[src/rtl/cell_editor.sv]
// Cursor-driven cell toggler: word read-modify-write (toggle -> we_out after READ_LATENCY+2 cycles); all moves/requests dropped while busy.
// Optional CELL_EDITOR_CLEAR_EN adds a gap-free zeroing sweep of the whole board on clear_in.
module cell_editor #(
  parameter int READ_LATENCY   = 2,
  parameter int WORD_SIZE      = 16,
  parameter int LOG_WORD_SIZE  = 4,
  parameter int BOARD_SIZE     = 64,
  parameter int LOG_BOARD_SIZE = 6,
  parameter int LOG_MAX_ADDR   = 8
) (
  input  logic                      clk_in,
  input  logic                      rst_in,
  input  logic                      up_in,
  input  logic                      down_in,
  input  logic                      left_in,
  input  logic                      right_in,
  input  logic                      toggle_in,
  input  logic                      clear_in,
  input  logic [WORD_SIZE-1:0]      data_r_in,
  output logic [LOG_MAX_ADDR-1:0]   addr_r_out,
  output logic [LOG_MAX_ADDR-1:0]   addr_w_out,
  output logic [WORD_SIZE-1:0]      data_w_out,
  output logic                      we_out,
  output logic                      busy_out,
  output logic                      done_out,
  output logic [LOG_BOARD_SIZE-1:0] cursor_x_out,
  output logic [LOG_BOARD_SIZE-1:0] cursor_y_out
);

  localparam int WORDS_PER_ROW = BOARD_SIZE / WORD_SIZE;
  localparam int NUM_WORDS     = BOARD_SIZE * WORDS_PER_ROW;
  localparam logic [LOG_MAX_ADDR-1:0] LAST_ADDR = LOG_MAX_ADDR'(NUM_WORDS - 1);
  localparam logic [2:0] WAIT_LAST = 3'(READ_LATENCY - 1);

  typedef enum logic [2:0] {
    S_IDLE,
    S_WAIT,
    S_CAPTURE,
    S_WRITE,
    S_CLEAR
  } state_t;

  state_t                    state_q, state_d;
  logic [2:0]                cnt_q, cnt_d;
  logic [LOG_BOARD_SIZE-1:0] cursor_x_q, cursor_x_d;
  logic [LOG_BOARD_SIZE-1:0] cursor_y_q, cursor_y_d;
  logic [LOG_MAX_ADDR-1:0]   addr_r_q, addr_r_d;
  logic [LOG_MAX_ADDR-1:0]   addr_w_q, addr_w_d;
  logic [WORD_SIZE-1:0]      data_w_q, data_w_d;
  logic [WORD_SIZE-1:0]      mask_q, mask_d;
  logic                      we_q, we_d;
  logic                      busy_q, busy_d;
  logic                      done_q, done_d;

  logic                      clear_req;
  logic [LOG_MAX_ADDR-1:0]   cur_addr;
  logic [LOG_WORD_SIZE-1:0]  cur_bit;
  logic [WORD_SIZE-1:0]      cur_mask;

`ifdef CELL_EDITOR_CLEAR_EN
  assign clear_req = clear_in;
`else
  logic unused_clear;
  assign unused_clear = clear_in;
  assign clear_req    = 1'b0;
`endif

  // Same cell->word/bit mapping as the renderer; leftmost cell is the word MSB.
  assign cur_addr = LOG_MAX_ADDR'(cursor_y_q) * LOG_MAX_ADDR'(WORDS_PER_ROW)
                  + LOG_MAX_ADDR'(cursor_x_q >> LOG_WORD_SIZE);
  assign cur_bit  = LOG_WORD_SIZE'(WORD_SIZE - 1) - cursor_x_q[LOG_WORD_SIZE-1:0];
  assign cur_mask = WORD_SIZE'(1) << cur_bit;

  always_comb begin
    state_d    = state_q;
    cnt_d      = cnt_q;
    cursor_x_d = cursor_x_q;
    cursor_y_d = cursor_y_q;
    addr_r_d   = addr_r_q;
    addr_w_d   = addr_w_q;
    data_w_d   = data_w_q;
    mask_d     = mask_q;
    busy_d     = busy_q;
    we_d       = 1'b0;
    done_d     = 1'b0;

    case (state_q)
      S_IDLE: begin
        if (clear_req) begin
          state_d  = S_CLEAR;
          busy_d   = 1'b1;
          we_d     = 1'b1;
          addr_w_d = '0;
          data_w_d = '0;
          done_d   = (NUM_WORDS == 1);
        end else if (toggle_in) begin
          state_d  = S_WAIT;
          busy_d   = 1'b1;
          cnt_d    = '0;
          addr_r_d = cur_addr;
          mask_d   = cur_mask;
        end else begin
          // Power-of-two board: plain modular arithmetic gives the wrap.
          if (left_in)       cursor_x_d = cursor_x_q - LOG_BOARD_SIZE'(1);
          else if (right_in) cursor_x_d = cursor_x_q + LOG_BOARD_SIZE'(1);
          if (up_in)         cursor_y_d = cursor_y_q - LOG_BOARD_SIZE'(1);
          else if (down_in)  cursor_y_d = cursor_y_q + LOG_BOARD_SIZE'(1);
        end
      end
      S_WAIT: begin
        if (cnt_q == WAIT_LAST) state_d = S_CAPTURE;
        else                    cnt_d   = cnt_q + 3'd1;
      end
      S_CAPTURE: begin
        data_w_d = data_r_in ^ mask_q;
        addr_w_d = addr_r_q;
        we_d     = 1'b1;
        done_d   = 1'b1;
        state_d  = S_WRITE;
      end
      S_WRITE: begin
        busy_d  = 1'b0;
        state_d = S_IDLE;
      end
`ifdef CELL_EDITOR_CLEAR_EN
      S_CLEAR: begin
        if (addr_w_q == LAST_ADDR) begin
          busy_d  = 1'b0;
          state_d = S_IDLE;
        end else begin
          addr_w_d = addr_w_q + LOG_MAX_ADDR'(1);
          we_d     = 1'b1;
          done_d   = (addr_w_d == LAST_ADDR);
        end
      end
`endif
      default: begin
        busy_d  = 1'b0;
        state_d = S_IDLE;
      end
    endcase
  end

  always_ff @(posedge clk_in) begin
    if (rst_in) begin
      state_q    <= S_IDLE;
      cnt_q      <= '0;
      cursor_x_q <= '0;
      cursor_y_q <= '0;
      addr_r_q   <= '0;
      addr_w_q   <= '0;
      data_w_q   <= '0;
      mask_q     <= '0;
      we_q       <= 1'b0;
      busy_q     <= 1'b0;
      done_q     <= 1'b0;
    end else begin
      state_q    <= state_d;
      cnt_q      <= cnt_d;
      cursor_x_q <= cursor_x_d;
      cursor_y_q <= cursor_y_d;
      addr_r_q   <= addr_r_d;
      addr_w_q   <= addr_w_d;
      data_w_q   <= data_w_d;
      mask_q     <= mask_d;
      we_q       <= we_d;
      busy_q     <= busy_d;
      done_q     <= done_d;
    end
  end

  assign addr_r_out   = addr_r_q;
  assign addr_w_out   = addr_w_q;
  assign data_w_out   = data_w_q;
  assign we_out       = we_q;
  assign busy_out     = busy_q;
  assign done_out     = done_q;
  assign cursor_x_out = cursor_x_q;
  assign cursor_y_out = cursor_y_q;

endmodule

[config.mk]
export PLATFORM = sky130hd
export DESIGN_NAME = cell_editor
export DESIGN_NICKNAME = d
export VERILOG_FILES = /design/src/rtl/cell_editor.sv
export SDC_FILE = /design/constraint.sdc
export NUM_CORES = 1
export LEC_CHECK = 0
export ABC_AREA = 1
export BUFFER_PORTS_ARGS = -buffer_cell sky130_fd_sc_hd__clkbuf_2
export CAP_MARGIN = 20
export CORE_MARGIN = 4
export CORE_UTILIZATION = 52
export DETAILED_ROUTE_END_ITERATION = 10
export PLACE_DENSITY = 0.79
export SLEW_MARGIN = 20
export SYNTH_ARGS = -nofsm -noshare
export SYNTH_HDL_FRONTEND = slang
export SYNTH_SLANG_ARGS = --single-unit
export TNS_END_PERCENT = 100
[constraint.sdc]
create_clock -name clk_in -period 1.8 [get_ports clk_in]
set_input_delay 0.36 -clock clk_in [delete_from_list [all_inputs] [get_ports clk_in]]
set_output_delay 0.36 -clock clk_in [all_outputs]
set_load 0.05 [all_outputs]
==> run summary, run 1 <==
Number of gates resized after CTS -> 0
CP Class -> reg2reg
Core area -> 5920 µm²
Die Ht -> 86.2 µm
Startpoint Class -> register
Pin count of the biggest net entering global routing -> 34
Post-CTS Setup Inserts -> 0
Buffers on Ports -> 69
Placed insts -> 541
CTS Buffer Depth -> 2
CTS Root Buffer Type -> clkbuf_8
Final Setup Violations -> 0
Syn nets -> 447
First-pass GRT wire length -> 11700 µm
Initial Utilization -> 53.7%
Vias -> 2744
Die W -> 86.2 µm
Cell Area, Synth -> 3180 µm²
Final instance area -> 3740 µm²
Result of the run -> complete, no violations
Worst Setup End Kind -> register
I/O pin cnt -> 71
Initial antenna violation count -> 0
Fillers -> 514
Hold Fails Final Rpt -> 0
Max Fanout on Critical Path -> 12
Sum Neg Setup Slack -> 0 ns
Initial drt markers -> 176
DIE AREA -> 7430 µm²
Worst Path Arrival -> 1.89 ns
Synth cell types -> 33
Router iterations before antenna repair -> 4
Total of max-cap violations -> 0
GRT Resource Usage Total -> 19.5%
Via density -> 4.94
Worst skew pair latency -> 0.34 ns
Mapped Cells -> 407
F_max -> 620 MHz
Async SR Flop Fraction -> 0%
Area grow syn2layout -> 17.7%
CTS Hold Bufs -> 0
GPL Wtd Cong -> 0.848
Hold Crit Depth -> 2
Main flop type after synthesis -> dfxtp_1
CP Data Required Time -> 2.08 ns
CTS clk-pin slew, worst paths -> 0.07 ns
DP HPWL -> 4990 µm
Number of global-route vias before repair -> 2547
Slew headroom -> 73.1%
Row count -> 28
Nets -> 517
Tmin final -> 1.61 ns
Static leakage power -> 1.89 nW
Number of synthesized flops with an enable pin -> 0
Drt total wl -> 6890 µm
CTS tree -> done
RSZ-0062 raised after global routing -> no
Worst Tran Pin Value -> 0.403 ns
DR DRC count -> 0
Share of the clock period used by the worst path -> 89.6%
R2R cell count -> 10
TritonCTS sink count -> 67
Drt wl/cell -> 12.4 µm
Final cell count without fillers -> 556
Post-Place Cell Area -> 3560 µm²
Yosys synthesis warning count -> 0
Diodes inserted -> 0
Power Dens Cells -> 1720 nW/µm²
Num CTS Buffers -> 9
VDD IR max -> 0.940 mV
Util after Layout -> 63.2%
Fin. max-slew vios -> 0
Share of layout cells above drive strength 1 -> 23.7%
Post-synthesis sequential area ratio -> 42.2%
Hold/Removal Path Class -> in2reg
DRT antenna net count -> 0
H-tree depth -> 3
Grt total ovfl -> 0
Average cell area after synthesis -> 7.81 µm²
#FFs+latches synth -> 67
Clock skew -> 0.00664 ns
==> Yosys cell counts (4+ instances only) <==
| cell | number | area, µm² |
|---|---|---|
| nor2_1 | 83 | 312 |
| dfxtp_1 | 67 | 1340 |
| inv_1 | 43 | 161 |
| o21ai_0 | 39 | 195 |
| nand2_1 | 38 | 143 |
| a21oi_1 | 27 | 135 |
| xor2_1 | 20 | 175 |
| ha_1 | 14 | 175 |
| nand3_1 | 11 | 55.1 |
| a22oi_1 | 8 | 60.1 |
| nor3_1 | 8 | 40.0 |
| buf_2 | 6 | 30.0 |
| inv_2 | 5 | 18.8 |
| o21ai_2 | 5 | 43.8 |
| nor2_4 | 4 | 45.0 |
==> path summary, 6_finish.rpt <==
| path | startpoint | endpoint | slack, ns |
|---|---|---|---|
| setup / recovery | state_q[0]$_SDFFE_PP0P_ | cursor_y_out[3]$_SDFFE_PP0P_ | 0.19 |
| hold / removal | rst_in | busy_out$_SDFFE_PP0P_ | 0.35 |
| setup reg to reg | state_q[0]$_SDFFE_PP0P_ | cursor_y_out[3]$_SDFFE_PP0P_ | 0.19 |
| hold reg to reg | cursor_y_out[0]$_SDFFE_PP0P_ | cursor_y_out[0]$_SDFFE_PP0P_ | 0.47 |
==> final cells by class <==
type	count	area (µm²)	share of cell area, %
clock buffer	9	124	3.31
clock inverter	6	57.6	1.54
inverter	48	180	4.81
multi-input combinational	276	1540	41.1
sequential	67	1350	35.9
tap	75	93.8	2.51
timing repair buffer	75	403	10.8
==> flip-flops by register name (all words and copies together), names as in the netlist <==
| register | cells |
|---|---|
| data_w_out | 16 |
| addr_r_out | 8 |
| addr_w_out | 8 |
| cursor_y_out | 6 |
| cnt_q | 3 |
| state_q | 2 |
| cursor_x_out | 6 |
| busy_out | 1 |
| mask_q | 16 |
| done_out | 1 |
==> power breakdown <==
| part | internal (mW) | total [mW] | leakage (nW) | switching, mW |
|---|---|---|---|---|
| Sequential | 1.86 | 2.14 | 0.550 | 0.285 |
| Clock | 0.621 | 1.17 | 0.0946 | 0.547 |
| Combinational | 0.829 | 3.11 | 1.25 | 2.28 |
==> placed cells by master (no fill, tap or decap), types with 3 or more instances in the layout <==
cell type,n
clkbuf_8,9
ha_1,14
clkinv_2,4
o21ai_0,39
dfxtp_1,64
xor2_1,20
nor2_1,83
nand3_1,11
a22oi_1,8
buf_4,5
a21oi_1,27
nand2_1,38
a21oi_2,3
dfxtp_2,3
nor3_1,8
o21ai_2,5
clkbuf_2,69
inv_2,5
nor2_4,4
inv_1,43
==> kinds of logic (layout without fill, tap and decap cells) <==
group	after synthesis	count (layout)	synth area share [%]
fa+ha+maj	16	16	6.77
xor+xnor	20	20	5.51
flops	67	67	42.2
compound gates	87	87	15.5
simple gates	153	153	20.7
buf+inv	64	138	9.37
==> per-stage QoR <==
step | setup WS, ns | hold WS, ns | power [mW]
after floorplan | 0.0623 | 0.451 | 4.64
after global placement | 0.174 | 0.452 | 5.19
after detailed placement | 0.144 | 0.460 | 5.28
after CTS | 0.202 | 0.339 | 6.46
after global routing | 0.0781 | 0.357 | 6.89
final | 0.188 | 0.351 | 6.42
==> metal layers <==
metal | vias up | GRT usage (%) | part of all wire [%]
li1 | 1441 | - | -
met1 | 1232 | 25.8 | 45
met2 | 61 | 31.3 | 48
met3 | 10 | 4.18 | 5.5
met4 | 0 | 7.65 | 1.7
met5 | - | 0 | 0
==> worst max-delay path, cell delays in order (launching register included) <==
cell	delay (ns)
dfxtp_1	0.33
inv_1	0.11
ha_1	0.21
inv_2	0.08
nor2_4	0.12
inv_2	0.09
nor2_4	0.33
nor2_1	0.07
nor2_1	0.11
nand2_1	0.07
inv_1	0.05
Power figures use the tool's default switching activity.
==> run 2, diff against run 1 <==
REMOVE_ABC_BUFFERS = 1   (was default)
==> run 2 against run 1 <==
Effect of this change:
- core utilization increased by 2.1 points
- clock skew increased by 0.0050 ns
- global-route usage is 0.44 points higher
- cell count up 1.1%
- die area is the same
- fmax decreased by 0.26%
- via count grew 2.1%
- largest power group unchanged
==> run summary, run 2 (synthesis gave the netlist of run 1 again) <==
Result of the run -> complete, no violations (unchanged)
Sum Neg Setup Slack -> 0 ns (unchanged)
Max Fanout on Critical Path -> 12 (unchanged)
Hold_ws -> 0.343 ns (was 0.351 ns)
Clock skew -> 0.0116 ns (was 0.00664 ns)
Fin. max-slew vios -> 0 (unchanged)
WP buf/inv -> 4 (unchanged)
Nets -> 522 (was 517)
Power Dens Cells -> 1810 nW/µm² (was 1720 nW/µm²)
CP Data Required Time -> 2.10 ns (was 2.08 ns)
Die W -> 86.2 µm (unchanged)
Number of global-route vias before repair -> 2606 (was 2547)
TritonCTS sink count -> 67 (unchanged)
Buffers on Ports -> 69 (unchanged)
Worst Tran Pin Value -> 0.410 ns (was 0.403 ns)
I/O pin cnt -> 71 (unchanged)
Number of gates resized after CTS -> 0 (unchanged)
CTS Root Buffer Type -> clkbuf_8 (unchanged)
Final cell count without fillers -> 562 (was 556)
DIE AREA -> 7430 µm² (unchanged)
CTS tree -> done (unchanged)
Final instance area -> 3870 µm² (was 3740 µm²)
CP Cell Sequence -> inv_1 > ha_1 > inv_2 > nor2_4 > inv_2 > nor2_4 > nor2_1 > nor2_1 > nand2_1 > inv_1 (unchanged)
Commonest cells after routing, fill and taps aside -> nor2_1 (83), clkbuf_2 (69), dfxtp_1 (67) (was nor2_1 (83), clkbuf_2 (69), dfxtp_1 (64))
Tmin final -> 1.62 ns (was 1.61 ns)
Grt total ovfl -> 0 (unchanged)
Initial drt markers -> 184 (was 176)
First-pass GRT wire length -> 11800 µm (was 11700 µm)
Num CTS Buffers -> 9 (unchanged)
H-tree depth -> 3 (unchanged)
Most common cell after layout, fill and taps aside -> nor2_1 (unchanged)
Initial antenna violation count -> 0 (unchanged)
CTS Hold Bufs -> 0 (unchanged)
Worst Setup End Kind -> register (unchanged)
Area grow syn2layout -> 21.7% (was 17.7%)
Vias -> 2802 (was 2744)
Hold/Removal Path Class -> in2reg (unchanged)
F_max -> 619 MHz (was 620 MHz)
Die Ht -> 86.2 µm (unchanged)
DR DRC count -> 0 (unchanged)
Total of max-cap violations -> 0 (unchanged)
GPL Wtd Cong -> 0.807 (was 0.848)
Share of the clock period used by the worst path -> 89.8% (was 89.6%)
Final Setup Violations -> 0 (unchanged)
DRT antenna net count -> 0 (unchanged)
Startpoint Class -> register (unchanged)
Slew headroom -> 72.6% (was 73.1%)
Pin count of the biggest net entering global routing -> 19 (was 34)
Drt wl/cell -> 12.7 µm (was 12.4 µm)
CTS clk-pin slew, worst paths -> 0.08 ns (was 0.07 ns)
Row count -> 28 (unchanged)
Levels on crit path -> 10 (unchanged)
Drt total wl -> 7130 µm (was 6890 µm)
Final Power -> 7.00 mW (was 6.42 mW)
Diodes inserted -> 0 (unchanged)
Share of layout cells above drive strength 1 -> 24.0% (was 23.7%)
Via density -> 4.99 (was 4.94)
Post-CTS Setup Inserts -> 0 (unchanged)
Worst Path Arrival -> 1.91 ns (was 1.89 ns)
GRT Resource Usage Total -> 20.0% (was 19.5%)
Placed insts -> 546 (was 541)
CP delay by family, top -> simple AND/OR/NAND/NOR gates (unchanged)
CP Class -> reg2reg (unchanged)
DP HPWL -> 5030 µm (was 4990 µm)
Core area -> 5920 µm² (unchanged)
Post-Place Cell Area -> 3600 µm² (was 3560 µm²)
Router iterations before antenna repair -> 5 (was 4)
Static leakage power -> 1.95 nW (was 1.89 nW)
RSZ-0062 raised after global routing -> no (unchanged)
VDD IR max -> 0.981 mV (was 0.940 mV)
R2R setup slack -> 0.18 ns (was 0.19 ns)
R2R cell count -> 10 (unchanged)
Worst skew pair latency -> 0.35 ns (was 0.34 ns)
Max incr delay on CP -> 0.34 ns (was 0.33 ns)
Hold Fails Final Rpt -> 0 (unchanged)
CTS Buffer Depth -> 2 (unchanged)
Hold Crit Depth -> 4 (was 2)
Initial Utilization -> 53.7% (unchanged)
Slowest-stage cell, CP -> dfxtp_1 (unchanged)
## run 2: cell types whose count changed in the layout (fill, tap and decap cells not counted), sizes merged
cell    change
buf         +5
bufinv      +3
clkbuf      +1
clkinv      -3
## run 2: worst reg2reg max path, stage by stage (launching register included)
cell and delay, ns:
dfxtp_1 0.34, inv_1 0.10, ha_1 0.22, inv_2 0.09, nor2_4 0.12, inv_2 0.08
nor2_4 0.33, nor2_1 0.08, nor2_1 0.10, nand2_1 0.06, inv_1 0.05
## run 2: layout make-up
cell class	instances	area [µm²]
Timing Repair Buffer	80	440
Tap cell	75	93.8
Fill cell	512	2050
Sequential cell	67	1340
Clock buffer	10	138
Clock inverter	6	136
Inverter	48	180
Multi-Input combinational cell	276	1540
## run 2: final timing paths
check | to | start
hold reg to reg | mask_q[6]$_SDFFE_PP0P_ | mask_q[6]$_SDFFE_PP0P_
hold / removal | data_w_out[14]$_SDFFE_PP0N_ | data_r_in[14]
setup / recovery | cursor_y_out[3]$_SDFFE_PP0P_ | state_q[0]$_SDFFE_PP0P_
setup reg to reg | cursor_y_out[3]$_SDFFE_PP0P_ | state_q[0]$_SDFFE_PP0P_
## run 2: per-layer routing
layer	wire length [µm]	GRT usage, %	up-vias
met5	0	0	-
met4	142	9.35	0
met3	374	4.37	11
met2	3540	33.3	73
met1	3070	24.6	1269
li1	-	-	1449
## run 2: power by group
group	switching [mW]	internal, mW
clock	0.604	1.10
combinational	2.32	0.857
sequential	0.265	1.85
## run 2: per-stage QoR
step,utilization [%],setup WS [ns]
2_1_floorplan,-,-0.0673
3_3_place_gp,60.7,0.201
3_5_place_dp,60.7,0.185
4_1_cts,65.4,0.191
5_1_grt,65.4,0.0603
6_report,65.4,0.184
